===== src/rtl/mmio_fifo_mac_if.sv =====
// Word stream from the MMIO write FIFO into the multiply-accumulate block.
// Latency: none, wires only.
// Backpressure: the consumer pops only when in_valid and in_ready are both high.
interface mmio_fifo_mac_if #(
    parameter int OP_W = 32
);
    logic                in_valid;
    logic [2*OP_W-1:0]   in_data;
    logic                in_ready;

    // FIFO side drives the word and valid, sees the pop
    modport master (output in_valid, output in_data, input in_ready);
    // MAC side consumes the word and drives the pop
    modport slave  (input in_valid, input in_data, output in_ready);
endinterface


===== src/rtl/mmio_fifo_mac.sv =====
// Signed multiply-accumulate over a host-programmed number of FIFO words.
// Latency: one product stage; final acc_out and done visible one edge after the last pop.
// Backpressure: in_ready high only in RUN while count < len; stalls indefinitely on in_valid low.
module mmio_fifo_mac #(
    parameter int OP_W  = 32,
    parameter int ACC_W = 64,
    parameter int LEN_W = 16
) (
    input  logic                    clk,
    input  logic                    rst,
    mmio_fifo_mac_if.slave          in_if,
    input  logic [LEN_W-1:0]        cfg_len,
    input  logic                    start,
    input  logic                    clr,
    output logic [ACC_W-1:0]        acc_out,
    output logic [LEN_W-1:0]        count,
    output logic                    busy,
    output logic                    done,
    output logic                    ovf
);

    localparam logic [1:0] IDLE  = 2'd0;
    localparam logic [1:0] RUN   = 2'd1;
    localparam logic [1:0] DRAIN = 2'd2;
    localparam logic [1:0] DONE  = 2'd3;

    logic [1:0]              state_q, state_d;
    logic [LEN_W-1:0]        len_q, len_d;
    logic [LEN_W-1:0]        count_q, count_d;
    logic [ACC_W-1:0]        acc_q, acc_d;
    logic [ACC_W-1:0]        p_q, p_d;
    logic                    p_vld_q, p_vld_d;
    logic                    ovf_q, ovf_d;
    logic                    done_q, done_d;

    logic signed [OP_W-1:0]   op_a, op_b;
    logic signed [2*OP_W-1:0] prod;
    logic signed [ACC_W-1:0]  prod_ext;
    logic [ACC_W-1:0]         sum;
    logic                     sum_ovf;
    logic [LEN_W-1:0]         count_inc;
    logic                     in_ready_c;
    logic                     hs;

    // Operand split and full-width signed product; -2^31 * -2^31 fits in 2*OP_W bits
    assign op_a     = in_if.in_data[OP_W-1:0];
    assign op_b     = in_if.in_data[2*OP_W-1:OP_W];
    assign prod     = op_a * op_b;
    assign prod_ext = ACC_W'(prod);

    // Accumulate with wraparound; overflow when addend signs agree and result sign differs
    assign sum     = acc_q + p_q;
    assign sum_ovf = (acc_q[ACC_W-1] == p_q[ACC_W-1]) && (sum[ACC_W-1] != acc_q[ACC_W-1]);

    assign count_inc  = count_q + LEN_W'(1);
    assign in_ready_c = (state_q == RUN) && (count_q < len_q);
    assign hs         = in_if.in_valid && in_ready_c;

    // Next-state: pipeline stages, job sequencing, and clr overriding everything
    always_comb begin
        state_d = state_q;
        len_d   = len_q;
        count_d = count_q;
        acc_d   = acc_q;
        p_d     = p_q;
        p_vld_d = p_vld_q;
        ovf_d   = ovf_q;
        done_d  = done_q;

        // Stage 2: fold the pending product into the accumulator
        if (p_vld_q) begin
            acc_d   = sum;
            ovf_d   = ovf_q | sum_ovf;
            p_vld_d = 1'b0;
        end

        // Stage 1: a pop loads a fresh product, keeping the pipe full back-to-back
        if (hs) begin
            p_d     = prod_ext;
            p_vld_d = 1'b1;
            count_d = count_inc;
        end

        case (state_q)
            IDLE, DONE: begin
                if (start) begin
                    len_d   = cfg_len;
                    acc_d   = '0;
                    count_d = '0;
                    ovf_d   = 1'b0;
                    p_vld_d = 1'b0;
                    if (cfg_len == '0) begin
                        state_d = DONE;
                        done_d  = 1'b1;
                    end else begin
                        state_d = RUN;
                        done_d  = 1'b0;
                    end
                end
            end
            RUN: begin
                if (hs && (count_inc == len_q)) begin
                    state_d = DRAIN;
                end
            end
            DRAIN: begin
                if (p_vld_q) begin
                    state_d = DONE;
                    done_d  = 1'b1;
                end
            end
            default: state_d = IDLE;
        endcase

        if (clr) begin
            state_d = IDLE;
            len_d   = '0;
            count_d = '0;
            acc_d   = '0;
            p_d     = '0;
            p_vld_d = 1'b0;
            ovf_d   = 1'b0;
            done_d  = 1'b0;
        end
    end

    // State registers with synchronous reset
    always_ff @(posedge clk) begin
        if (rst) begin
            state_q <= IDLE;
            len_q   <= '0;
            count_q <= '0;
            acc_q   <= '0;
            p_q     <= '0;
            p_vld_q <= 1'b0;
            ovf_q   <= 1'b0;
            done_q  <= 1'b0;
        end else begin
            state_q <= state_d;
            len_q   <= len_d;
            count_q <= count_d;
            acc_q   <= acc_d;
            p_q     <= p_d;
            p_vld_q <= p_vld_d;
            ovf_q   <= ovf_d;
            done_q  <= done_d;
        end
    end

    assign in_if.in_ready = in_ready_c;
    assign acc_out        = acc_q;
    assign count          = count_q;
    assign busy           = (state_q == RUN) || (state_q == DRAIN);
    assign done           = done_q;
    assign ovf            = ovf_q;

endmodule


===== src/flat_wrapper.sv =====
// flat-port wrapper written by rule: the top's interface ports become plain ports
module mmio_fifo_mac_flat 
#(
    parameter int OP_W  = 32,
    parameter int ACC_W = 64,
    parameter int LEN_W = 16
)
  (clk, rst, cfg_len, start, clr, acc_out, count, busy, done, ovf, in_if_in_valid, in_if_in_data, in_if_in_ready);
  mmio_fifo_mac_if #(.OP_W(OP_W)) in_if_i ();
  input  logic clk;
  input  logic rst;
  input  logic [LEN_W-1:0] cfg_len;
  input  logic start;
  input  logic clr;
  output logic [ACC_W-1:0] acc_out;
  output logic [LEN_W-1:0] count;
  output logic busy;
  output logic done;
  output logic ovf;
  input wire logic [$bits(in_if_i.in_valid)-1:0] in_if_in_valid;
  input wire logic [$bits(in_if_i.in_data)-1:0] in_if_in_data;
  output wire logic [$bits(in_if_i.in_ready)-1:0] in_if_in_ready;
  assign in_if_i.in_valid = in_if_in_valid;
  assign in_if_i.in_data = in_if_in_data;
  assign in_if_in_ready = in_if_i.in_ready;
  mmio_fifo_mac #(.OP_W(OP_W), .ACC_W(ACC_W), .LEN_W(LEN_W)) u_core (.clk(clk), .rst(rst), .in_if(in_if_i), .cfg_len(cfg_len), .start(start), .clr(clr), .acc_out(acc_out), .count(count), .busy(busy), .done(done), .ovf(ovf));
endmodule

===== config.mk =====
export PLATFORM = sky130hd
export DESIGN_NAME = mmio_fifo_mac_flat
export DESIGN_NICKNAME = d
export VERILOG_FILES = /design/src/rtl/mmio_fifo_mac_if.sv /design/src/rtl/mmio_fifo_mac.sv /design/src/flat_wrapper.sv
export SDC_FILE = /design/constraint.sdc
export NUM_CORES = 2
export LEC_CHECK = 0
export CORE_ASPECT_RATIO = 1.25
export CORE_UTILIZATION = 49
export CTS_CLUSTER_SIZE = 24
export DETAILED_ROUTE_END_ITERATION = 6
export GPL_TIMING_DRIVEN = 0
export PLACE_DENSITY = 0.77
export SLEW_MARGIN = 20
export SYNTH_ARGS = -nofsm -noshare
export SYNTH_HDL_FRONTEND = slang
export SYNTH_SLANG_ARGS = --single-unit

===== constraint.sdc =====
create_clock -name clk -period 24.8 [get_ports clk]
set_input_delay 4.96 -clock clk [delete_from_list [all_inputs] [get_ports clk]]
set_output_delay 4.96 -clock clk [all_outputs]
set_load 0.01 [all_outputs]

==> flow_summary.json <==
{
  "slowest_delay_ps": 1130,
  "clockRootBuffer": "clkbuf_16",
  "maxCapViolCount": 0,
  "yosys.area_share.simple_pct": 17.03,
  "hp-class": "reg2reg",
  "async_flop_share_pct": 0,
  "synth.distinct_cells": 82,
  "synth_cells": 5195,
  "cts_made_buffers": 17,
  "ys_seq_area_share_pct": 7.132,
  "syn_area_mm2": 0.04632,
  "coreArea_mm2": 0.09321,
  "skew_ps": 22.04,
  "synth_fp_nets": 6630,
  "ys_ff_latch": 165,
  "fin_util_pct": 53.81,
  "grt_max_degree": 20,
  "critPathSlowestCell": "fa_1",
  "criticalPathCategory": "in2reg",
  "yosys.area.top_type": "fa_1",
  "regArea_mm2": 0.003303,
  "wl_mm": 168.8,
  "dieArea_mm2": 0.09576,
  "maxSlewHeadroom_pct": 11.17,
  "drv_slew": 0,
  "crit_arrival_ps": 15490,
  "io_buffer_count": 168,
  "numClockSinks": 165,
  "synth-xor-area-share_pct": 3.082,
  "worst_pin_slew_ps": 1333,
  "overflow": 0,
  "ant_nets": 0,
  "clockBufferDepth": 2,
  "grt_pass1_vias": 39580,
  "wl_per_cell_um": 25.53,
  "post-route-period-util_pct": 61.06,
  "synth_top_family_by_area": "adder cells",
  "hpwl_mm": 139.2,
  "status": "complete, but fails checks",
  "setup_viol": 0,
  "antenna_found_initial": 15,
  "num_io_pins": 169,
  "std_cell_rows": 125,
  "nFillCells": 8577,
  "hold_viol": 0,
  "rsz0062_at_grt": "no",
  "vias_per_cell": 5.738,
  "multi_input_area_mm2": 0.03809,
  "grt_pass1_wl_mm": 249.0,
  "die_h_um": 345.7,
  "fmax_mhz": 66.04,
  "avgSynthCellArea_um2": 8.915,
  "clkTransAtPathRegs_ps": 70,
  "area_growth_pct": 8.288,
  "synth-adder-area-share_pct": 54.02,
  "first_iter_violations": 3597,
  "drc": 23,
  "dr.pass1.iters": 7,
  "clk_latency_ps": 460,
  "fin_tns_setup_ps": 0,
  "start_util_pct": 49.69,
  "synth.area.mux_share_pct": 0.8429,
  "ctsHtreeMaxLevel": 4,
  "mostFrequentLayoutCell": "fa_1",
  "nets": 6818,
  "ctsHoldBuffers": 0,
  "crit_top_cell": "fa_1",
  "synthFlopType": "dfxtp_1",
  "period_minus_slack_ps": 15140,
  "synth-edff-count": 0,
  "yosys_warnings": 0,
  "grt_usage_pct": 35.67,
  "drive_gt1_share_pct": 1.334,
  "postCtsSetupRepairBufs": 0,
  "vias": 37930,
  "synth_area_leaders": "fa_1, inv_1, ha_1",
  "cts_tree": "built",
  "most-common-layout-cells": "fa_1, inv_1, nand2_1",
  "violations": "DRC",
  "crit_path_start_kind": "input pin",
  "cp_max_fo": 11,
  "ctsResizeCount": 0,
  "synth_compound_area_share_pct": 7.256,
  "netlist.area_leader.share_pct": 46.81,
  "crit_required_ps": 25150,
  "die_w_um": 277.0,
  "place_congestion": 1.099,
  "crit_path_end_kind": "register"
}
[sequential cells by signal, summed over array words and instances (netlist names)]
signal and flops:
u_core.acc_out 64, u_core.count 16, u_core.done 1, u_core.len_q 16
u_core.ovf 1, u_core.p_q 64, u_core.p_vld_q 1, u_core.state_q 2
[worst max-delay path, delay by kind of cell]
kind / cells / cell delay [ps]
fa+ha+maj: 9 / 4990
compound gates: 4 / 790
buf+inv: 9 / 3000
simple gates: 7 / 1710
[final timing paths]
path / from / end / slack [ps] / cells after the start
setup / recovery: in_if_in_data[39] / u_core.p_q[63]$_SDFFE_PP0P_ / 9660 / 29
hold / removal: u_core.p_q[10]$_SDFFE_PP0P_ / u_core.p_q[10]$_SDFFE_PP0P_ / 460 / 2
setup reg to reg: u_core.count[1]$_SDFF_PP0_ / u_core.p_q[3]$_SDFFE_PP0P_ / 20770 / 13
hold reg to reg: u_core.p_q[10]$_SDFFE_PP0P_ / u_core.p_q[10]$_SDFFE_PP0P_ / 460 / 2
[per-layer routing]
metal	GRT usage, %	routed length [um]
met3	9.823	18580
met5	0.1006	57
met1	41.12	58210
met4	25.36	15250
met2	57.34	76700
[layout make-up]
type | count | area share [%]
multi-input combinational | 3722 | 75.95
inverter | 1036 | 7.754
sequential | 165 | 6.586
timing repair buffer | 169 | 3.383
tap | 1206 | 3.009
buffer | 272 | 2.076
clock buffer | 17 | 0.8482
clock inverter | 15 | 0.3518
antenna | 9 | 0.04490
[logic make-up (layout without fill, tap and decap cells)]
family          after synthesis  in the layout
simple gates               1642           1642
fa+ha+maj                  1350           1350
buf+inv                    1308           1509
compound gates              528            528
flops                       165            165
xor+xnor                    163            163
mux                          39             39
other cells                   0              9
[cell usage after synthesis (14+ instances only)]
master    count
a211oi_1     20
a21o_1       57
a21oi_1     209
a31oi_1      21
and2_1      502
and3_1       15
clkbuf_1    260
dfxtp_1     165
fa_1       1083
ha_1        267
inv_1      1034
mux2i_1      39
nand2_1     750
nand2b_1     22
nand3_1      61
nand4_1      33
nor2_1      179
nor2b_1      16
nor3_1       21
o211ai_1     14
o21a_1       14
o21ai_0      81
o21bai_1     22
xnor2_1     100
xor2_1       63
[through the flow]
step	setup slack [ps]	area [um^2]	cells	hold WS, ps
after global routing	9297	50140	6606	475.5
final	9658	50150	6611	458.1
after detailed placement	9328	49510	6569	451.7
after global placement	9376	49510	6569	444.3
after CTS	9790	50110	6601	462.3
after floorplan	12070	46320	5195	429.1
Power is not shown: default switching activity piles up to over one toggle a cycle in this logic, so the estimate is an artifact.
